===== src/rtl/flex_counter_updn.sv =====
// rtl/flex_counter_updn.sv - up/down programmable counter with saturation, wrap pulse and wrap-event counter
//
// Purpose:
//   Programmable up/down counter for bit/byte counting beside control FSMs.
//   Supports direction control, synchronous load, optional saturation at the
//   terminal value, a one-cycle wrap pulse, and a saturating count of wrap
//   events with a sticky overflow bit.
//
// Ports:
//   clk            - system clock, all state on rising edge
//   rst            - asynchronous active-high reset
//   clear          - synchronous clear of all state (highest priority)
//   count_enable   - advance the counter this cycle
//   count_down     - 0 = count up, 1 = count down
//   load           - synchronous load of load_val
//   load_val       - value loaded into count_out
//   rollover_val   - terminal/top value; 0 disables counting
//   saturate       - 1 = hold at terminal instead of wrapping
//   count_out      - current count (registered)
//   rollover_flag  - registered; high while count_out equals current terminal
//   rollover_pulse - registered one-cycle pulse after each wrap event
//   wrap_count     - wrap events since reset/clear, saturating
//   wrap_count_ovf - sticky; set when a wrap occurs with wrap_count all ones

module flex_counter_updn #(
    parameter int NUM_CNT_BITS  = 4,
    parameter int NUM_WRAP_BITS = 8
) (
    input  logic                     clk,
    input  logic                     rst,
    input  logic                     clear,
    input  logic                     count_enable,
    input  logic                     count_down,
    input  logic                     load,
    input  logic [NUM_CNT_BITS-1:0]  load_val,
    input  logic [NUM_CNT_BITS-1:0]  rollover_val,
    input  logic                     saturate,
    output logic [NUM_CNT_BITS-1:0]  count_out,
    output logic                     rollover_flag,
    output logic                     rollover_pulse,
    output logic [NUM_WRAP_BITS-1:0] wrap_count,
    output logic                     wrap_count_ovf
);

    localparam logic [NUM_CNT_BITS-1:0]  CNT_ONE  = NUM_CNT_BITS'(1);
    localparam logic [NUM_WRAP_BITS-1:0] WRAP_ONE = NUM_WRAP_BITS'(1);

    logic [NUM_CNT_BITS-1:0]  count_q, count_d;
    logic                     flag_q, flag_d;
    logic                     pulse_q, pulse_d;
    logic [NUM_WRAP_BITS-1:0] wrap_q, wrap_d;
    logic                     ovf_q, ovf_d;

    logic [NUM_CNT_BITS-1:0]  term;
    logic                     wrap_ev;
    logic                     cnt_active;

    // Terminal value depends on direction: top when counting up, 1 when down.
    assign term       = count_down ? CNT_ONE : rollover_val;
    assign cnt_active = (rollover_val != '0);

    always_comb begin
        count_d = count_q;
        flag_d  = 1'b0;
        pulse_d = 1'b0;
        wrap_d  = wrap_q;
        ovf_d   = ovf_q;
        wrap_ev = 1'b0;

        if (clear) begin
            count_d = '0;
            wrap_d  = '0;
            ovf_d   = 1'b0;
        end else begin
            if (load) begin
                count_d = load_val;
            end else if (count_enable && cnt_active) begin
                if (!count_down) begin
                    // >= catches out-of-range loads; wrap lands on 1, never 0
                    if (count_q >= rollover_val) begin
                        if (!saturate) begin
                            count_d = CNT_ONE;
                            wrap_ev = 1'b1;
                        end
                    end else begin
                        count_d = count_q + CNT_ONE;
                    end
                end else begin
                    // <= 1 also treats the post-reset 0 as terminal
                    if (count_q <= CNT_ONE) begin
                        if (!saturate) begin
                            count_d = rollover_val;
                            wrap_ev = 1'b1;
                        end
                    end else if (count_q > rollover_val) begin
                        // Out-of-range value snaps to the top without a wrap
                        count_d = rollover_val;
                    end else begin
                        count_d = count_q - CNT_ONE;
                    end
                end
            end

            // Evaluated on every non-clear cycle so idle changes of direction
            // or rollover_val show up one cycle later, aligned with count_out.
            flag_d = cnt_active && (count_d == term);

            if (wrap_ev) begin
                pulse_d = 1'b1;
                if (&wrap_q) begin
                    ovf_d = 1'b1;
                end else begin
                    wrap_d = wrap_q + WRAP_ONE;
                end
            end
        end
    end

    always_ff @(posedge clk or posedge rst) begin
        if (rst) begin
            count_q <= '0;
            flag_q  <= 1'b0;
            pulse_q <= 1'b0;
            wrap_q  <= '0;
            ovf_q   <= 1'b0;
        end else begin
            count_q <= count_d;
            flag_q  <= flag_d;
            pulse_q <= pulse_d;
            wrap_q  <= wrap_d;
            ovf_q   <= ovf_d;
        end
    end

    assign count_out      = count_q;
    assign rollover_flag  = flag_q;
    assign rollover_pulse = pulse_q;
    assign wrap_count     = wrap_q;
    assign wrap_count_ovf = ovf_q;

endmodule

===== config.mk =====
export PLATFORM = sky130hd
export DESIGN_NAME = flex_counter_updn
export DESIGN_NICKNAME = d
export VERILOG_FILES = /design/src/rtl/flex_counter_updn.sv
export SDC_FILE = /design/constraint.sdc
export NUM_CORES = 1
export LEC_CHECK = 0
export ABC_CLOCK_PERIOD_IN_PS = 2500
export BUFFER_PORTS_ARGS = -buffer_cell sky130_fd_sc_hd__buf_2
export CORE_UTILIZATION = 49
export DETAILED_ROUTE_END_ITERATION = 10
export GPL_TIMING_DRIVEN = 0
export PLACE_DENSITY = 0.73
export RECOVER_POWER = 50
export SYNTH_ARGS = -nofsm -noshare
export SYNTH_HDL_FRONTEND = slang
export SYNTH_SLANG_ARGS = --single-unit

===== constraint.sdc =====
create_clock -name clk -period 2.5 [get_ports clk]
set_input_delay 0.125 -clock clk [delete_from_list [all_inputs] [get_ports clk]]
set_output_delay 0.125 -clock clk [all_outputs]
set_load 0.01 [all_outputs]

==> results.txt <==
----------------------------------------------------
[Outcome]
  Outcome ... finished with violations
  Violated checks ... negative setup slack

[Synth]
  Area share of the largest cell type after synthesis ... 26.2%
  Synthesized area ... 1430 sq um
  Number of library cell types mapped by synthesis ... 52
  Syn avg cell area ... 8.57 sq um
  Total nets after synthesis ... 190
  Async S/R FF share, synth ... 100%
  Area leader, netlist ... dfrtp_1
  Flip-flop cell with the highest count after synthesis ... dfrtp_1
  Number of warnings reported in the yosys synthesis log ... 0
  Register area share after synthesis ... 26.2%
  Synthesized netlist cell count ... 167
  Number of enable-type register cells in the synthesized netlist ... 0
  Flip-flop and latch count after synthesis ... 15
  Top post-synthesis cells by area ... dfrtp_1, ha_1, nor2_1, a21oi_1, xor2_1

[STA]
  FMAX ... 0.387 GHz
  Tightest slew margin relative to the limit ... 58.3%
  Transition time of the tightest slew-check pin ... 0.619 ns
  Layout Skew ... 0.00174 ns
  Final setup violation count ... 1
  Post-route fraction of the period consumed by the critical path ... 103%
  Worst-case setup margin in the final layout ... -0.0865 ns
  Crit path time final ... 2.59 ns
  Number of hold-slack violations in the final timing report ... 0
  Number of pins with negative max-slew slack in the final report ... 0
  Unrepaired setup endpoints after global routing ... yes
  Final worst hold slack ... 0.0868 ns

[Worst setup path]
  Required arrival time at the worst endpoint ... 2.70 ns
  Kind of start point of the critical path ... register
  Largest fanout of any net on the critical path ... 4
  Element type at the critical path end ... register
  R2R cell count ... 9
  Critical path data arrival time ... 2.79 ns
  Setup CP Type ... register to register

[Floorplanning]
  Y dimension of the die ... 56.0 um
  Placeable Area ... 2760 sq um
  Placement Rows ... 19
  Starting Density ... 51.9%
  Die width ... 56.0 um
  Number of top-level pins ... 30
  Floorplan die area ... 3140 sq um

[Clocking]
  Root buffer cell ... clkbuf_4
  Clock Latency Late Sink ... 0.28 ns
  Maximum root-to-sink buffer count ... 2
  Clock-pin transition on the worst setup and hold timing paths ... 0.09 ns
  Inserted Clock Buffers ... 3
  Maximum level of the CTS H-tree ... 1
  Clock sink count ... 15
  Clock tree from TritonCTS ... built

[Placed design]
  I/O Buffers ... 27
  Post-Place Setup Slack ... -0.260 ns
  Dpl cell area ... 1650 sq um
  Final weighted congestion of routability-driven global placement ... 0.895
  Cell total after placement ... 225
  Post-detailed-placement half-perimeter wirelength ... 2.85 mm

[GRT]
  Wire length of the first global-routing pass ... 6.60 mm
  GRT Residual Overflow ... 0
  Number of antenna violations at the first check in global routing ... 0
  Via count of the first global-routing pass ... 1,374
  Largest net degree at the start of global routing ... 16
  Total Routing Usage GR ... 25.9%

[Finish]
  Most frequent standard cell in the layout excluding fill and tap cells ... buf_2
  Synth-to-layout area growth ... 26.8%
  Commonest cells after routing, fill and taps aside ... buf_2, nor2_1, dfrtp_1
  Fillers ... 247
  Net total in the final layout ... 235
  Diodes inserted ... 0
  Post-Layout Inst Area ... 1820 sq um
  Fraction of layout instances using a drive strength above 1 ... 31.8%
  Layout Cells excl Fill ... 242

[Power and ir drop]
  Leakage component of the power ... 0.789 nW
  Peak supply drop ... 0.337 mV
  Post-layout power ... 0.731 mW
  Power per cell area ... 402 nW/um^2

[Drt]
  Via density per instance ... 6.12
  Number of nets with antenna violations after detailed routing ... 0
  Count of unresolved DRC violations after routing ... 0
  Total iterations of the first detailed-routing run ... 4
  WL per Instance ... 16.0 um
  Via count ... 1,482
  Wire length after detailed routing ... 3.86 mm
  Starting DRC count in detailed routing ... 90

[Hold path]
  Hold Path Cell Cnt ... 2
  Type of the worst min-delay path ... input pin to register

[Flow run]
  Max Cap Viol ... 0

----------------------------------------------------
==> Yosys cell counts (all sizes together) (5+ instances only) <==
cell,n
nor3,6
nor2,21
dfrtp,15
inv,8
mux2i,5
ha,8
xnor2,5
o21ai,7
nand3,7
a31oi,5
nor2b,5
a21oi,12
nand2,9
xor2,6
==> layer usage <==
layer | up-vias | routed length [um] | track usage [%]
li1 | 707 | - | -
met1 | 692 | 1760 | 37.9
met2 | 70 | 1740 | 41.7
met3 | 13 | 270 | 3.49
met4 | 0 | 87 | 3.83
met5 | - | 0 | 0
==> layout make-up <==
| type | instances | area [sq um] | share of cell area [%] |
|---|---|---|---|
| multi-input cells | 136 | 1060 | 58.5 |
| flip-flops and latches | 15 | 377 | 20.7 |
| repair buffers | 40 | 228 | 12.5 |
| plain buffers | 8 | 50.0 | 2.76 |
| well taps | 31 | 38.8 | 2.14 |
| inverters | 8 | 32.5 | 1.79 |
| clock buffers | 3 | 22.5 | 1.24 |
| clock inverters | 1 | 5.00 | 0.276 |
==> sequential cells by signal, indices dropped and copies added (netlist names) <==
register,count
wrap_count,8
count_out,4
rollover_flag,1
rollover_pulse,1
wrap_count_ovf,1
==> cells by family after synthesis <==
family,Yosys count,synth area share [%]
AND/OR/NAND/NOR,61,21.5
AO/OA/AOI/OAI,51,29.6
buffers and inverters,16,5.16
flip-flops,15,26.2
XOR/XNOR,11,6.73
adder cells (fa/ha/maj),8,6.99
multiplexers,5,3.76
==> repair_timing <==
item,CTS,global route
endpoints found under the setup margin,4,4
pin swaps,11,7
buffers inserted,10,2
resized for setup,7,2
gates cloned,0,0
hold buffers,1,0
hold endpoints to repair,15,0
==> critical path: stages, from the launching register on <==
cell	delay [ns]
dfrtp_2	0.46
ha_4	0.23
nor2b_4	0.13
o211ai_1	0.25
nand3_1	0.18
a311oi_2	0.33
o31ai_2	0.10
o21a_1	0.15
or4_1	0.48
a31oi_1	0.19
==> metrics by stage <==
step	util, %	TNS, ns
final	65.8	-0.0865
after global routing	65.8	-0.231
after CTS	65.1	-0.0418
after detailed placement	59.7	-0.765
after global placement	59.7	-0.643
after floorplan	-	0
==> power by group <==
part	total (mW)	switching (mW)	internal [mW]	leakage, nW
registers	0.258	0.00831	0.250	0.204
logic	0.336	0.189	0.147	0.567
clock network	0.136	0.0770	0.0593	0.0177
==> worst paths after layout <==
path / start / endpoint / slack (ns)
hold / removal: clear / count_out[1] / 0.09
setup reg to reg: count_out[1] / rollover_flag / -0.09
setup / recovery: count_out[1] / rollover_flag / -0.09
min in group asynchronous: rst / rollover_pulse / 0.42
hold reg to reg: wrap_count_ovf / wrap_count_ovf / 0.50
max in group asynchronous: rst / count_out[1] / 1.68
No activity file was read; power rests on OpenSTA's default activity.
